<file path="src/rtl/alu4_pkg.sv">
// alu4_pkg: shared FSM encoding, command field positions and ALU opcodes.
package alu4_pkg;
  typedef enum logic [1:0] {IDLE, DECODE, EXEC, WB} state_t;
  localparam int OP_W = 4;
  localparam logic KIND_EXEC = 1'b0;
  localparam logic KIND_LOAD = 1'b1;
  localparam int UIO_VALID = 0;
  localparam int UIO_KIND = 1;
  localparam int UIO_REP = 2;
  localparam logic [OP_W-1:0] OP_ADD = 4'd0, OP_ADC = 4'd1, OP_SUB = 4'd2, OP_SBC = 4'd3,
                              OP_AND = 4'd4, OP_OR = 4'd5, OP_XOR = 4'd6, OP_NOT = 4'd7,
                              OP_SHL = 4'd8, OP_SHR = 4'd9, OP_ROL = 4'd10, OP_ROR = 4'd11,
                              OP_INC = 4'd12, OP_DEC = 4'd13, OP_MOVB = 4'd14, OP_NAND = 4'd15;
endpackage

</file>
<file path="src/rtl/alu4_core.sv">
// alu4_core: combinational 4-bit ALU; non-arithmetic ops pass the math carry through,
// non-shift ops pass the rotate carry through.
module alu4_core
  import alu4_pkg::*;
(
  input  logic [OP_W-1:0] op,
  input  logic [3:0]      a,
  input  logic [3:0]      b,
  input  logic            math_cin,
  input  logic            rot_cin,
  output logic [3:0]      out,
  output logic            cout,
  output logic            rout,
  output logic            z,
  output logic            v
);
  logic [3:0] bb;
  logic       ci;
  logic       arith;
  logic [4:0] sum;
  assign arith = op inside {OP_ADD, OP_ADC, OP_SUB, OP_SBC, OP_INC, OP_DEC};
  // every arithmetic op shares one adder: subtraction is a + ~b + carry
  assign bb = (op == OP_SUB || op == OP_SBC) ? ~b : op == OP_INC ? 4'h0 : op == OP_DEC ? 4'hF : b;
  assign ci = (op == OP_ADC || op == OP_SBC) ? math_cin : (op == OP_SUB || op == OP_INC);
  assign sum = {1'b0, a} + {1'b0, bb} + {4'b0, ci};
  always_comb begin
    out = sum[3:0];
    rout = rot_cin;
    case (op)
      OP_AND:  out = a & b;
      OP_OR:   out = a | b;
      OP_XOR:  out = a ^ b;
      OP_NOT:  out = ~a;
      OP_SHL:  begin out = {a[2:0], 1'b0}; rout = a[3]; end
      OP_SHR:  begin out = {1'b0, a[3:1]}; rout = a[0]; end
      OP_ROL:  begin out = {a[2:0], rot_cin}; rout = a[3]; end
      OP_ROR:  begin out = {rot_cin, a[3:1]}; rout = a[0]; end
      OP_MOVB: out = b;
      OP_NAND: out = ~(a & b);
      default: ;
    endcase
  end
  assign cout = arith ? sum[4] : math_cin;
  assign v = arith & (a[3] == bb[3]) & (sum[3] != a[3]);
  assign z = out == 4'h0;
endmodule

</file>
<file path="src/rtl/alu4_sequencer.sv">
// alu4_sequencer: accepts LOAD/EXEC commands and iterates the ALU on an accumulator
// with fed-back carry and rotate flags.
module alu4_sequencer
  import alu4_pkg::*;
#(
  parameter int REP_W = 2
) (
  input  logic       clk,
  input  logic       rst_n,
  input  logic       ena,
  input  logic [7:0] ui_in,
  input  logic [7:0] uio_in,
  output logic [7:0] uo_out,
  output logic [7:0] uio_out,
  output logic [7:0] uio_oe
);
  state_t state, nxt;
  logic [OP_W-1:0] op_q, opd_q, acc, alu_out;
  logic kind_q, c, r, z, v, alu_c, alu_r, alu_z, alu_v, accept;
  logic [REP_W-1:0] rep_q, cnt;
  logic unused_bits;
  assign unused_bits = ^uio_in[7:UIO_REP+REP_W];
  assign accept = state == IDLE && uio_in[UIO_VALID];
  alu4_core u_core (
    .op(op_q), .a(acc), .b(opd_q), .math_cin(c), .rot_cin(r),
    .out(alu_out), .cout(alu_c), .rout(alu_r), .z(alu_z), .v(alu_v)
  );
  always_comb begin
    nxt = IDLE;
    case (state)
      IDLE:    nxt = accept ? DECODE : IDLE;
      DECODE:  nxt = kind_q == KIND_LOAD ? WB : EXEC;
      EXEC:    nxt = cnt == rep_q ? WB : EXEC;
      default: nxt = IDLE;
    endcase
  end
  always_ff @(posedge clk or negedge rst_n) begin
    if (!rst_n) begin
      state <= IDLE;
      op_q <= '0;
      opd_q <= '0;
      kind_q <= KIND_EXEC;
      rep_q <= '0;
      cnt <= '0;
      acc <= '0;
      c <= 1'b0;
      r <= 1'b0;
      z <= 1'b1;
      v <= 1'b0;
    end else if (ena) begin
      state <= nxt;
      if (accept) begin
        op_q <= ui_in[7:4];
        opd_q <= ui_in[3:0];
        kind_q <= uio_in[UIO_KIND];
        rep_q <= uio_in[UIO_REP +: REP_W];
      end
      if (state == DECODE) cnt <= '0;
      if (state == EXEC) begin
        acc <= alu_out;
        c <= alu_c;
        r <= alu_r;
        z <= alu_z;
        v <= alu_v;
        // saturate on the last iteration so the counter never wraps within a command
        if (cnt != rep_q) cnt <= cnt + 1'b1;
      end
      if (state == WB && kind_q == KIND_LOAD) begin
        acc <= opd_q;
        z <= opd_q == '0;
      end
    end
  end
  assign uo_out = {v, z, state == WB, state == IDLE, acc};
  assign uio_out = {2'(cnt), r, c, 4'b0000};
  assign uio_oe = 8'hF0;
endmodule

</file>
<file path="config.mk">
export PLATFORM = sky130hd
export DESIGN_NAME = alu4_sequencer
export DESIGN_NICKNAME = d
export VERILOG_FILES = /design/src/rtl/alu4_pkg.sv /design/src/rtl/alu4_core.sv /design/src/rtl/alu4_sequencer.sv
export SDC_FILE = /design/constraint.sdc
export NUM_CORES = 1
export LEC_CHECK = 0
export ABC_AREA = 1
export CAP_MARGIN = 20
export CORE_ASPECT_RATIO = 0.9
export CORE_MARGIN = 10
export CORE_UTILIZATION = 51
export DETAILED_ROUTE_END_ITERATION = 10
export PLACE_DENSITY = 0.82
export SLEW_MARGIN = 0
export SYNTH_ARGS = -nofsm -noshare
export SYNTH_HDL_FRONTEND = slang
export SYNTH_SLANG_ARGS = --single-unit
</file>
<file path="constraint.sdc">
create_clock -name clk -period 2.6 [get_ports clk]
set_input_delay 0.65 -clock clk [delete_from_list [all_inputs] [get_ports clk]]
set_output_delay 0.65 -clock clk [all_outputs]
set_load 0.02 [all_outputs]
</file>
==> impl_metrics.ini <==
[outcome]
outcome = finished, final reports clean

[global_route]
grt_pass1_wl_um = 8300
antenna_found_initial = 0
grt_pass1_vias = 1873
grt.overflow.total = 0
grt_usage_pct = 14.9
grt_max_degree = 16

[floorplanning]
dieArea_mm2 = 0.00667
start_util_pct = 52.3
core_area_mm2 = 0.00370
floorplan.rows = 21
pin_count = 43
die_h_um = 78.5
die_w_um = 85.0

[setup_path]
critPathTopFamily = adder cells
cp_max_fo = 4
worst_r2r_startpoint = op_q[3]$_DFFE_PN0P_
startpoint = op_q[3]$_DFFE_PN0P_
cp.arrival_ns = 2.74
cp_slowest_stage_delay_ns = 0.45
crit_type = reg2reg
crit_required_ns = 2.77
start_kind = register
path_buf_inv = 4
cpMaxStageDelayCell = fa_2
path_cells = inv_2, nand2_2, nor2_2, inv_1, nand2_1, nor2_2, a21oi_2, fa_2, inv_2, fa_2, a21oi_2, nand4_1, buf_4, o211ai_1, o21ai_1
worstSetupEndpointType = register

[cells_and_area]
nets = 360
drive_gt1_share_pct = 18.0
insertedDiodeCount = 0
areaGrowthSynthToFinish_pct = 25.6
fin_util_pct = 65.7
fin_area_mm2 = 0.00243
final_cells = 369

[pwr]
switchingPower_mw = 1.77
internal_power_mw = 1.72
combPwrFrac_pct = 70.2
seqPwrFrac_pct = 22.7
pwr-share-clk_pct = 7.1
vdd_drop_max_uv = 675
p_leak_nw = 1.20
netSwitchingFraction_pct = 50.8
power.density_mw_per_mm2 = 1430

[drt]
route.detailed.drc = 0
drt_iter0_drc = 162
vias_per_cell = 5.31
num_vias = 1961
wl_per_cell_um = 14.3
drt.antenna.violating_nets = 0
dr.pass1.iters = 5
totalWireLength_um = 5280

[sta]
fin_crit_ns = 2.57
hold_ws_ns = 0.507
grt_setup_unrepaired = true
drv_slew = 0
relSlewSlack_pct = 65.9
fin_crit_sh_pct = 98.8
tightest_slew_ns = 0.510
setup_viol = 0
hold_viol = 0
fin_tns_setup_ns = 0
finClkSkew_ns = 0.00645
fmax_mhz = 389

[job]
max-cap-violations = 0

[yosys]
synth.cell_area_mm2 = 0.00194
synth_top_area_cell = dfrtp_1
ys_top_cells_by_count = 57 x nand2_1, 37 x nor2_1, 30 x inv_1, 26 x nand3_1, 22 x dfrtp_1
yosys.area.top_type_share_pct = 28.4
ys.warnings.count = 0
synthMostInstantiatedCell = nand2_1
async_flop_share_pct = 100
synth_edf_count = 0
synth.avg_cell_area_um2 = 6.97
ys_seq_area_share_pct = 29.8
ys_ff_latch = 23
postSynthCellCount = 278
synthFlopType = dfrtp_1
synthTopCellsByArea = dfrtp_1 28%, nand2_1 11%, ha_1 9.7%, nor2_1 7.2%, buf_4 7.0%
yosysUniqueCellTypes = 29

[placement]
io_buffers = 26
gp_congestion = 0.957
dp_hpwl_um = 4030
placed_area_mm2 = 0.00226
dpl.cell_count = 355

[clock_tree]
holdBufCountCts = 0
clk_root_buffer_cell = clkbuf_8
cts_buffer_depth = 2
htreeDepth = 1
clk_latency_ns = 0.28
cts-buffers-inserted = 3
tritoncts = yes
clkTransAtPathRegs_ns = 0.10
cts_num_sinks = 23

[min_path]
min_path_type = reg2reg
hold_path.startpoint = v$_DFFE_PN0P_
## logic make-up after synthesis
logic type	share of synthesized area (%)
and+or+nand+nor	27.8
muxes	1.74
xor gates and xnor gates	1.81
AOI/OAI and AO/OA	12.1
buffers and inverters	14.6
adders and majority gates	11.7
other	0.387
DFF	29.8
## registers in the layout, summed over array words and instances (netlist names)
name,cells
acc,4
v,1
rep_q,2
c,1
z,1
kind_q,1
op_q,4
state,2
r,1
cnt,2
opd_q,4
## timing repair
| item | in CTS | in global routing |
|---|---|---|
| setup endpoints to repair | 0 | 4 |
| buffers inserted | 0 | 10 |
| resized for setup | 0 | 19 |
## layer usage
metal / wire, um / share of wire (%) / GRT usage (%)
met1: 2140 / 40 / 17.2
met2: 2410 / 46 / 23.6
met3: 588 / 11 / 6.91
met4: 138 / 2.6 / 5.43
met5: 0 / 0 / 0
## power by group through the flow
| stage | clock network [mW] | registers [mW] | logic [mW] |
|---|---|---|---|
| global route | 0.259 | 0.825 | 2.71 |
| floorplan | 0 | 0.763 | 1.45 |
| global placement | 0 | 0.777 | 2.05 |
| finish | 0.247 | 0.791 | 2.45 |
| detailed placement | 0 | 0.784 | 2.11 |
| CTS | 0.247 | 0.779 | 2.13 |
## layout make-up
cell class,count,area (um^2)
Fill cell,333,1270
Multi-Input combinational cell,208,1160
Sequential cell,23,578
Timing Repair Buffer,51,448
Inverter,37,139
Tap cell,46,57.6
Clock buffer,3,41.3
Clock inverter,1,7.51
## layout by cell type, fill, tap and decap left out, types with 4 or more instances in the layout
cell | synthesis | final
nor2_2 | 2 | 4
nor2_1 | 37 | 33
clkdlybuf4s50_1 | 0 | 26
nand2_1 | 57 | 54
inv_1 | 30 | 28
dfrtp_1 | 22 | 21
a21oi_2 | 0 | 4
a21oi_1 | 19 | 15
o21ai_1 | 5 | 6
o21ai_0 | 10 | 9
ha_1 | 15 | 15
buf_4 | 18 | 25
inv_2 | 7 | 9
conb_1 | 2 | 12
nand3_1 | 26 | 26
## worst reg2reg max path: stages, from the launching register on
cell and delay (ns):
dfrtp_1 0.43, inv_2 0.07, nand2_2 0.09, nor2_2 0.05
inv_1 0.07, nand2_1 0.09, nor2_2 0.14, a21oi_2 0.06
fa_2 0.36, inv_2 0.08, fa_2 0.46, a21oi_2 0.14
nand4_1 0.11, buf_4 0.15, o211ai_1 0.06, o21ai_1 0.08
## worst paths after layout
kind | endpoint | slack (ns) | cells past startpoint
worst max-delay path | acc[1]$_DFFE_PN0P_ | 0.03 | 15
max in group asynchronous | op_q[0]$_DFFE_PN0P_ | 1.29 | 2
worst max register to register | acc[1]$_DFFE_PN0P_ | 0.03 | 15
worst min-delay path | v$_DFFE_PN0P_ | 0.51 | 1
min in group asynchronous | v$_DFFE_PN0P_ | 0.69 | 1
worst min register to register | v$_DFFE_PN0P_ | 0.51 | 1
## metrics by stage
| step | worst slack, ns | total power [mW] |
|---|---|---|
| global route | -0.0884 | 3.80 |
| finish | 0.0324 | 3.49 |
| floorplan | 0.254 | 2.22 |
| CTS | 0.0391 | 3.15 |
| detailed placement | 0.0732 | 2.90 |
| global placement | 0.0860 | 2.83 |
Note: power is estimated with default switching activity, not from simulation.
==> patch (same flow settings) <==
Change the parameter `REP_W` from 2 to 4.
--- a/src/rtl/alu4_sequencer.sv
+++ b/src/rtl/alu4_sequencer.sv
@@ -3,7 +3,7 @@
 module alu4_sequencer
   import alu4_pkg::*;
 #(
-  parameter int REP_W = 2
+  parameter int REP_W = 4
 ) (
   input  logic       clk,
   input  logic       rst_n,
Check against the original RTL: not equivalent (Yosys sat finds a counterexample within 4 cycles, from zero or initial values and one cycle with rst_n low).
==> patch against the unedited design <==
  * Design area rose by 11%
  * Sequential cell count rose by 4
  * Worst hold slack barely moved
  * Critical path depth did not move
  * Worst setup slack got worse by 10 ps
  * Wire length rose by 12%
  * Power rose by 7.6%
  * Area after synthesis rose by 12%
  * Largest power group unchanged
==> patch: results (changes against the unedited design) <==
stage,metric,value,unit,change
outcome,status,"complete, no violations",,
finish,nFillCells,376,,+13%
placed_design,dp_hpwl,4537,um,+13%
placed_design,port_buffers,28,,+7.7%
power,switching_share,50.98,%,+0.17 points
logic_synthesis,netlist_top_cells_area,"dfrtp_1 (30%), nand2_1 (11%), ha_1 (9.2%)",,
sta,fmax,387.9,MHz,-0.41%
finish,clkCellAreaFrac,1.849,%,-0.15 points
drt,dr_wl_met2,2806,um,+16%
drt,wl_met1,2491,um,+17%
global_route,grt_max_degree,28,,+12
drt,drt_iter0_drc,235,,+45%
global_route,use_met3,4.352,%,-2.6 points
logic_synthesis,muxShareOfSynthArea,2.592,%,+0.85 points
logic_synthesis,netlist_instances,305,,+9.7%
finish,seq_area,679.4,um2,+18%
power,vdd_drop_max,0.6182,mV,-8.4%
logic_synthesis,synth-adder-area-share,11.06,%,-0.69 points
drt,drt_pass1_iterations,4,,-1
worst_setup_path,crit_arrival,2800,ps,+60 ps
power,seqPwrFrac,24.0,%,+1.3 points
global_route,grt_pass1_wl,9577,um,+15%
worst_setup_path,crit_family,simple AND/OR/NAND/NOR gates,,
worst_setup_path,cpMaxStageDelayCell,dfrtp_2,,
finish,signal_buffers,52,,+2.0%
finish,layout.nonclk_buf_share,17.15,%,-1.2 points
finish,inv_count,38,,+2.7%
patch: worst paths after layout:
| check | depth (start not counted) | end | startpoint |
|---|---|---|---|
| max in group asynchronous | 2 | z$_DFFE_PN1P_ | rst_n |
| min in group asynchronous | 2 | state[1]$_DFFE_PN0P_ | rst_n |
| max | 15 | z$_DFFE_PN1P_ | op_q[1]$_DFFE_PN0P_ |
| max reg2reg | 15 | z$_DFFE_PN1P_ | op_q[1]$_DFFE_PN0P_ |
| min reg2reg | 1 | v$_DFFE_PN0P_ | v$_DFFE_PN0P_ |
| min | 1 | v$_DFFE_PN0P_ | v$_DFFE_PN0P_ |
patch: what timing repair did:
item,in CTS,in global routing
endpoints found under the setup margin,1,4
setup buffers,2,3
gates resized for setup,1,34
pin swaps,1,18
patch: stage by stage:
stage,hold slack (ps),power (uW)
after floorplan,354.4,2398
after CTS,509.3,3478
final,506.3,3755
after detailed placement,485.7,3172
after global routing,528.2,4121
after global placement,486.9,3114
